$ cat src/rtl/seq_alu.sv
// Registered ALU with valid/ready on both sides; single-cycle ops plus a
// W-cycle shift-add multiply that stalls issue while it runs.
//
// state | meaning
// IDLE  | no result held, ready for an op
// MUL   | shift-add multiply iterating, issue stalled
// DONE  | result held on outputs until the consumer takes it
module seq_alu #(
  parameter int W    = 8,
  parameter int IMMW = 3
) (
  input  logic            Clk,
  input  logic            Reset_n,
  input  logic            InValid,
  output logic            InReady,
  input  logic [3:0]      Aluop,
  input  logic [IMMW-1:0] Imm,
  input  logic [W-1:0]    DatA,
  input  logic [W-1:0]    DatB,
  output logic            OutValid,
  input  logic            OutReady,
  output logic [W-1:0]    Rslt,
  output logic            Zero,
  output logic            Par,
  output logic            Jen,
  output logic            SCo,
  output logic            Busy
);

  localparam int CW = $clog2(W + 1);
  localparam logic [W-1:0] W_MOD = W'(W);

  typedef enum logic [1:0] {S_IDLE, S_MUL, S_DONE} state_t;
  state_t r_state, w_state_nxt;

  logic [W-1:0]   r_rslt;
  logic           r_zero, r_par, r_jen, r_sco;
  logic [2*W-1:0] r_mcand, r_acc;
  logic [W-1:0]   r_mplr;
  logic [CW-1:0]  r_cnt;

  logic           w_accept, w_is_mul, w_mul_last;
  logic [W-1:0]   w_rslt, w_pop, w_shl, w_shr, w_rot_amt;
  logic           w_jen, w_sco;
  logic [W:0]     w_add, w_sub, w_addi, w_subi;
  logic [IMMW-1:0] w_imm_mag;
  logic [2*W-1:0] w_rot2, w_acc_nxt;

  assign w_accept   = InValid && InReady;
  assign w_is_mul   = (Aluop == 4'b1100);
  assign w_mul_last = (r_cnt == CW'(1));

  assign w_add  = {1'b0, DatA} + {1'b0, DatB};
  assign w_sub  = {1'b0, DatA} - {1'b0, DatB};
  assign w_addi = {1'b0, DatA} + (W+1)'(Imm);
  assign w_subi = {1'b0, DatA} - (W+1)'(Imm);

  // Negative immediates shift right by their magnitude; oversize shifts fall out as 0.
  assign w_imm_mag = Imm[IMMW-1] ? (~Imm + 1'b1) : Imm;
  assign w_shl     = DatA << w_imm_mag;
  assign w_shr     = DatA >> w_imm_mag;

  assign w_rot_amt = DatB % W_MOD;
  assign w_rot2    = {DatA, DatA} << w_rot_amt;

  assign w_acc_nxt = r_acc + (r_mplr[0] ? r_mcand : '0);

  always_comb begin
    w_pop = '0;
    for (int i = 0; i < W; i++) w_pop = w_pop + W'(DatA[i]);
  end

  always_comb begin
    w_rslt = '0;
    w_jen  = 1'b0;
    w_sco  = 1'b0;
    case (Aluop)
      4'b0000: w_rslt = DatA ^ DatB;
      4'b0001: {w_sco, w_rslt} = w_add;
      4'b0010: {w_sco, w_rslt} = w_sub;
      4'b0011: w_rslt = (DatA == '0) ? W'(1) : '0;
      4'b0100: w_rslt = ~DatA;
      4'b0101: w_rslt = w_pop;
      4'b0110: w_jen = (DatA < DatB);
      4'b0111: w_jen = ($signed(DatA) < $signed(DatB));
      4'b1000: w_rslt = DatA;
      4'b1001: w_rslt = Imm[IMMW-1] ? w_shr : w_shl;
      4'b1010: {w_sco, w_rslt} = w_addi;
      4'b1011: {w_sco, w_rslt} = w_subi;
      4'b1101: w_rslt = w_rot2[2*W-1:W];
      default: ;
    endcase
  end

  always_ff @(posedge Clk or negedge Reset_n) begin
    if (!Reset_n) r_state <= S_IDLE;
    else          r_state <= w_state_nxt;
  end

  always_comb begin
    w_state_nxt = r_state;
    case (r_state)
      S_IDLE: if (w_accept) w_state_nxt = w_is_mul ? S_MUL : S_DONE;
      S_MUL:  if (w_mul_last) w_state_nxt = S_DONE;
      S_DONE: if (OutReady) begin
        if (w_accept) w_state_nxt = w_is_mul ? S_MUL : S_DONE;
        else          w_state_nxt = S_IDLE;
      end
      default: w_state_nxt = S_IDLE;
    endcase
  end

  always_comb begin
    InReady  = (r_state == S_IDLE) || ((r_state == S_DONE) && OutReady);
    OutValid = (r_state == S_DONE);
    Busy     = (r_state == S_MUL);
  end

  always_ff @(posedge Clk or negedge Reset_n) begin
    if (!Reset_n) begin
      r_rslt  <= '0;
      r_zero  <= 1'b0;
      r_par   <= 1'b0;
      r_jen   <= 1'b0;
      r_sco   <= 1'b0;
      r_mcand <= '0;
      r_mplr  <= '0;
      r_acc   <= '0;
      r_cnt   <= '0;
    end else if (w_accept) begin
      if (w_is_mul) begin
        r_mcand <= {{W{1'b0}}, DatA};
        r_mplr  <= DatB;
        r_acc   <= '0;
        r_cnt   <= CW'(W);
      end else begin
        r_rslt <= w_rslt;
        r_zero <= (w_rslt == '0);
        r_par  <= ^w_rslt;
        r_jen  <= w_jen;
        r_sco  <= w_sco;
      end
    end else if (r_state == S_MUL) begin
      r_acc   <= w_acc_nxt;
      r_mcand <= r_mcand << 1;
      r_mplr  <= r_mplr >> 1;
      r_cnt   <= r_cnt - CW'(1);
      // Final iteration: publish the product straight from the adder output.
      if (w_mul_last) begin
        r_rslt <= w_acc_nxt[W-1:0];
        r_zero <= (w_acc_nxt[W-1:0] == '0);
        r_par  <= ^w_acc_nxt[W-1:0];
        r_jen  <= 1'b0;
        r_sco  <= |w_acc_nxt[2*W-1:W];
      end
    end
  end

  assign Rslt = r_rslt;
  assign Zero = r_zero;
  assign Par  = r_par;
  assign Jen  = r_jen;
  assign SCo  = r_sco;

endmodule

$ cat config.mk
export PLATFORM = sky130hd
export DESIGN_NAME = seq_alu
export DESIGN_NICKNAME = d
export VERILOG_FILES = /design/src/rtl/seq_alu.sv
export SDC_FILE = /design/constraint.sdc
export NUM_CORES = 1
export LEC_CHECK = 0
export BUFFER_PORTS_ARGS = -buffer_cell sky130_fd_sc_hd__buf_2
export CORE_ASPECT_RATIO = 0.75
export CORE_UTILIZATION = 50
export DETAILED_ROUTE_END_ITERATION = 8
export PLACE_DENSITY = 0.8
export SYNTH_ARGS = -nofsm -noshare
export SYNTH_HDL_FRONTEND = slang
export SYNTH_SLANG_ARGS = --single-unit
$ cat constraint.sdc
create_clock -name Clk -period 3 [get_ports Clk]
set_clock_uncertainty 0.05 [all_clocks]
set_input_delay 0.45 -clock Clk [delete_from_list [all_inputs] [get_ports Clk]]
set_output_delay 0.45 -clock Clk [all_outputs]
set_load 0.02 [all_outputs]
==> impl_metrics.tcl, run 1 <==
set metrics [dict create \
    synth.area.mux_share_pct 9.25 \
    critical_path.max_stage_delay_ns 0.57 \
    violations "negative setup slack" \
    status "finished with violations" \
    io_pins 42 \
    yosysWarnings 0 \
    max-slew-margin-rel_pct 53.0 \
    crit_required_ns 3.17 \
    gr-total-overflow 0 \
    instances_no_fill 1047 \
    cp.arrival_ns 4.16 \
    synth_flop_cell "dfrtp_1" \
    dp_slack_ns -1.42 \
    fin_util_pct 65.9 \
    syn2layout_area_growth_pct 27.9 \
    synth-simple-area-share_pct 18.0 \
    synth_edf_count 0 \
    synth_top_family_by_area "compound AO/OA/AOI/OAI gates" \
    coreArea_mm2 0.0117 \
    cts.path.max_buffers 2 \
    r2r_cells 13 \
    synth_xor_area_share_pct 4.67 \
    dp_hpwl_um 14500 \
    crit_type "primary input to register" \
    dp.cells 1024 \
    synth_compound_area_share_pct 24.1 \
    nets 969 \
    fmax_ghz 0.251 \
    finalSetupViolCount 5 \
    yosysSeqAreaShare_pct 24.2 \
    path_max_fanout 2 \
    grt_max_degree 45 \
    htreeDepth 3 \
    die_area_mm2 0.0125 \
    drtIter0Drc 745 \
    grt_first_pass_wirelength_um 30500 \
    holdCritPathClass "primary input to async pin" \
    clock_sinks 58 \
    worstReg2RegEnd "Par" \
    syn_nets 833 \
    cts_buffers 9 \
    vias 6254 \
    path_clk_slew_ns 0.05 \
    p_leak_uw 0.00360 \
    cts-root-buf "clkbuf_16" \
    ant_nets 0 \
    period_minus_slack_ns 3.99 \
    cts_tree "done" \
    first_global_vias 5929 \
    r2r-start "r_mplr[0]" \
    routed_wl_um 19200 \
    ys_seq_elements 58 \
    critPathCaptureType "register" \
    avgRoutedWirePerCell_um 18.3 \
    gp_congestion 1.03 \
    critPathSlowestCell "fa_1" \
    cp-start-kind "primary input" \
    synthArstFlopShare_pct 100 \
    fp.dieW_um 129 \
    insertion_delay_ns 0.33 \
    die_h_um 96.9 \
    final_max_slew_viol_count 0 \
    drt_first_pass_iters 5 \
    portBuffers 41 \
    synth_fa_ha_area_share_pct 14.0 \
    synth_area_mm2 0.00601 \
    synth_cell_types 69 \
    start_util_pct 51.5 \
    worst_slew_pin_slew_ns 0.705 \
    final-hold-violation-count 0 \
    n_fill_cell 966 \
    finalSetupTns_ns -3.06 \
    grt.total_usage_pct 31.6 \
    antenna_found_initial 0 \
    period_share_pct 133 \
    layout-drive-gt1-share_pct 26.4 \
    path_common_cell "fa_1" \
    seqCellArea_mm2 0.00145 \
    drc 0 \
    p_total_uw 4880 \
    setup_slack_ns -0.992 \
    ff2ff_setup_slack_ns -0.07 \
    std_cell_rows 34 \
    vdd_ir_drop_max_mv 0.463 \
    rsz0062_at_grt "true" \
    synthCells 744 \
    viasPerCell 5.97 \
    path_cells "buf_8 -> inv_8 -> fa_1 -> fa_1 -> fa_1 -> inv_2 -> ha_4 -> buf_4 -> buf_4 -> a21oi_2 -> o22a_1 -> o22ai_1 -> a2111oi_4 -> ha_2 -> xnor2_2 -> xnor2_1 -> o21ai_1 -> a21oi_2" \
    powerDensity_mw_per_mm2 636 \
    synth_area_per_cell_um2 8.07 \
    multi_input_area_mm2 0.00438 \
    num_antenna_cells 0 \
    drv_cap 0 \
]
[critical path: cells and delay by family]
family,cells,cell delay [ns]
buffers and inverters,5,0.41
AOI/OAI and AO/OA,6,0.95
xor gates and xnor gates,2,0.25
adders and majority gates,5,2.07
[cell usage after synthesis, types with 20 or more instances]
cell	number	share of area, %
clkbuf_1	31	1.9
nand2_1	105	6.6
o21ai_0	31	2.6
mux2i_1	21	3.5
o21ai_1	24	2.0
a21oi_1	70	5.8
dfrtp_1	58	24
inv_1	34	2.1
ha_1	53	11
nor2_1	54	3.4
xnor2_1	20	2.9
[per-layer routing]
metal  global-route usage [%]  wire length (um)  share of wire, %
met5                        0                 0                 0
met4                     7.33               302               1.6
met3                     7.69              1810               9.4
met2                     46.4              8130                42
met1                     46.5              8960                47
[per-stage QoR]
stage,area (um^2),hold slack [ns]
after CTS,7540,0.135
after detailed placement,7180,0.431
after global placement,7180,0.419
after floorplan,6090,0.104
after global routing,7680,0.173
final,7680,0.113
[cell usage in the layout (no fill, tap or decap), types with 8 or more instances in the layout]
master,n
a22oi_1,9
nand3_1,12
o22ai_1,17
a211oi_1,13
nor3_1,13
and2_1,18
o21ai_0,27
o21ai_1,28
a21oi_1,66
dfrtp_1,58
xor2_1,12
buf_2,39
xnor2_1,19
inv_1,30
clkbuf_16,9
nand2_1,104
ha_1,47
buf_4,126
a21o_1,8
o211ai_1,8
nor2_1,53
mux2i_1,21
mux4_1,8
[what timing repair did]
item,in CTS,in global routing
setup buffers,4,7
pin swaps,6,13
resized for setup,9,29
hold buffers,0,0
endpoints found under the setup margin,6,9
[kinds of logic (layout without fill, tap and decap cells)]
logic type,after synthesis,after routing
muxes,36,36
DFF,58,58
AOI/OAI and AO/OA,232,232
adders and majority gates,62,62
and+or+nand+nor,239,239
xor gates and xnor gates,32,32
buffers and inverters,85,226
[layout make-up]
| class | instances | area share (%) |
|---|---|---|
| tap | 162 | 2.64 |
| sequential | 58 | 18.9 |
| clock inverter | 4 | 0.326 |
| multi-input combinational | 601 | 57.0 |
| inverter | 41 | 2.17 |
| clock buffer | 12 | 3.47 |
| timing repair buffer | 169 | 15.5 |
[how the worst max path moves through the flow]
stage / startpoint / end / slack (ns) / cells past startpoint
6_report: DatA[3] / Par / -0.99 / 18
5_1_grt: DatA[3] / Par / -1.15 / 17
4_1_cts: DatA[3] / Par / -0.96 / 17
3_5_place_dp: DatA[3] / Par / -1.42 / 18
3_3_place_gp: DatA[3] / Par / -1.28 / 18
2_1_floorplan: DatA[3] / Par / -1.23 / 19
[flip-flops by register name (all words and copies together), names as in the netlist]
name,cells
r_acc,16
r_mplr,8
r_cnt,4
r_mcand,16
Zero,1
Par,1
Jen,1
Rslt,8
r_state,2
SCo,1
[power by group]
part,leakage [uW],switching (uW),internal (uW)
logic,0.00272,1390,1170
registers,0.000735,242,1110
clock network,0.000141,358,622
total,0.00360,1990,2890
No activity file was read; power rests on OpenSTA's default activity.
==> run 2: changes to the inputs <==
Settings changed: BUFFER_PORTS_ARGS -buffer_cell sky130_fd_sc_hd__buf_2 to default, CAP_MARGIN from default to 20, DONT_BUFFER_PORTS from default to 1, PLACE_DENSITY 0.8 to 0.77.
Clock period 3 ns to 3.6 ns, I/O delays scaled along.
==> impl_metrics.tcl, run 2 (synthesis gave the netlist of run 1 again) <==
set metrics [dict create \
    status "finished with violations" \
    violations "negative setup slack" \
    grt.total_usage_pct 31.7 \
    die_area_mm2 0.0125 \
    cts_tree "done" \
    path_clk_slew_ns 0.05 \
    num_antenna_cells 0 \
    insertion_delay_ns 0.33 \
    reg_top3 "r_acc: 16 flops, r_mcand: 16 flops" \
    cts_buffers 9 \
    critPathCaptureType "register" \
    grt_first_pass_wirelength_um 30300 \
    dp_hpwl_um 14300 \
    power.internal_uw 2260 \
    finalSetupViolCount 2 \
    vdd_ir_drop_max_mv 0.324 \
    drtIter0Drc 674 \
    cts-root-buf "clkbuf_16" \
    routed_wl_um 19400 \
    powerDensity_mw_per_mm2 564 \
    path_max_fanout 20 \
    start_util_pct 51.5 \
    max-slew-margin-rel_pct 39.0 \
    drc 0 \
    final-hold-violation-count 0 \
    viasPerCell 6.48 \
    layout.cells.most_common "nand2_1" \
    gp_congestion 1.03 \
    pwr-share-seq_pct 31.2 \
    layout_common_cells "nand2_1 (104), a21oi_1 (70), dfrtp_1 (58)" \
    clock_sinks 58 \
    ff2ff_setup_slack_ns 0.30 \
    cp-start-kind "primary input" \
    dp.cells 902 \
    switchingPower_uw 1530 \
    syn2layout_area_growth_pct 11.9 \
    ant_nets 0 \
    dp_slack_ns -0.687 \
    period_minus_slack_ns 3.97 \
    layout-drive-gt1-share_pct 11.5 \
    antenna_found_initial 0 \
    first_global_vias 5551 \
    std_cell_rows 34 \
    r2r-start "r_mplr[0]" \
    cp.arrival_ns 4.17 \
    switching_share_pct 40.3 \
    post_dp_cell_area_mm2 0.00634 \
    coreArea_mm2 0.0117 \
    rsz0062_at_grt "true" \
    period_share_pct 110 \
    fp.dieW_um 129 \
    avgRoutedWirePerCell_um 21.1 \
    portBuffers 0 \
    r2r_cells 13 \
    worstReg2RegEnd "Par" \
    drv_cap 0 \
    setup_slack_ns -0.370 \
    instances_no_fill 920 \
    crit_required_ns 3.80 \
    worst_slew_pin_slew_ns 0.915 \
    fmax_ghz 0.252 \
    p_leak_uw 0.00302 \
    holdCritPathClass "primary input to async pin" \
    drt_first_pass_iters 5 \
    n_fill_cell 1009 \
    final_max_slew_viol_count 0 \
    htreeDepth 3 \
    clockPowerShare_pct 22.3 \
    cts.path.max_buffers 2 \
    die_h_um 96.9 \
    crit_type "primary input to register" \
    gr-total-overflow 0 \
    finalSetupTns_ns -0.554 \
    io_pins 42 \
    fin_util_pct 57.7 \
    combPwrFrac_pct 46.5 \
    vias 5962 \
    grt_max_degree 59 \
    nets 842 \
    design_area_mm2 0.00672 \
]
run 2: worst max-delay path by stage:
stage                     startpoint  depth (start not counted)  slack (ns)   to
after floorplan              DatA[3]                         19       -0.72  Par
after global placement       DatA[1]                         17       -0.58  Par
after detailed placement     DatA[1]                         17       -0.69  Par
after CTS                    DatA[1]                         17       -0.29  Par
after global routing         DatA[3]                         17       -0.48  Par
final                        DatA[3]                         17       -0.37  Par
run 2: metal layers:
metal | up-vias | share of wire [%] | global-route usage, %
met5 | - | 0 | 0
met4 | 0 | 1.9 | 8.78
met3 | 36 | 14 | 13.9
met2 | 343 | 40 | 42.4
li1 | 2691 | - | -
met1 | 2892 | 44 | 45.6
run 2: critical path, cell delays in order:
cell and delay [ns]:
inv_8 0.02, fa_1 0.55, fa_1 0.45, fa_1 0.53
inv_2 0.06, ha_4 0.16, fa_2 0.41, nand2_2 0.07
o21ai_2 0.05, nand2_1 0.07, nand3_2 0.09, a2111oi_4 0.33
ha_1 0.30, xor2_1 0.17, xnor2_1 0.13, o21ai_1 0.07
a21oi_1 0.17
run 2: area by class of cell:
type | count | area, um^2 | share of cell area (%)
clock buffers | 11 | 243 | 3.61
well taps | 162 | 203 | 3.02
clock inverters | 5 | 53.8 | 0.801
repair buffers | 42 | 335 | 4.99
inverters | 41 | 161 | 2.40
flip-flops and latches | 58 | 1450 | 21.6
multi-input cells | 601 | 4270 | 63.6
run 2: timing repair:
action,in CTS,in global routing
hold endpoints to repair,58,0
gates cloned,0,0
buffers inserted,0,1
hold buffers,1,0
gates resized for setup,3,6
setup endpoints to repair,2,3
pin swaps,0,6
run 2: stage by stage:
stage,power (uW),hold slack [ns]
after floorplan,2420,0.194
after global placement,2770,0.195
after detailed placement,2850,0.195
after CTS,3740,0.0325
after global routing,4060,0.0420
final,3790,0.0216
run 2: power by group through the flow:
| stage | clock [uW] | sequential [uW] | combinational [uW] |
|---|---|---|---|
| after global placement | 0 | 1160 | 1600 |
| after global routing | 882 | 1210 | 1960 |
| after detailed placement | 0 | 1180 | 1670 |
| final | 846 | 1180 | 1760 |
| after floorplan | 0 | 1110 | 1310 |
| after CTS | 853 | 1170 | 1710 |
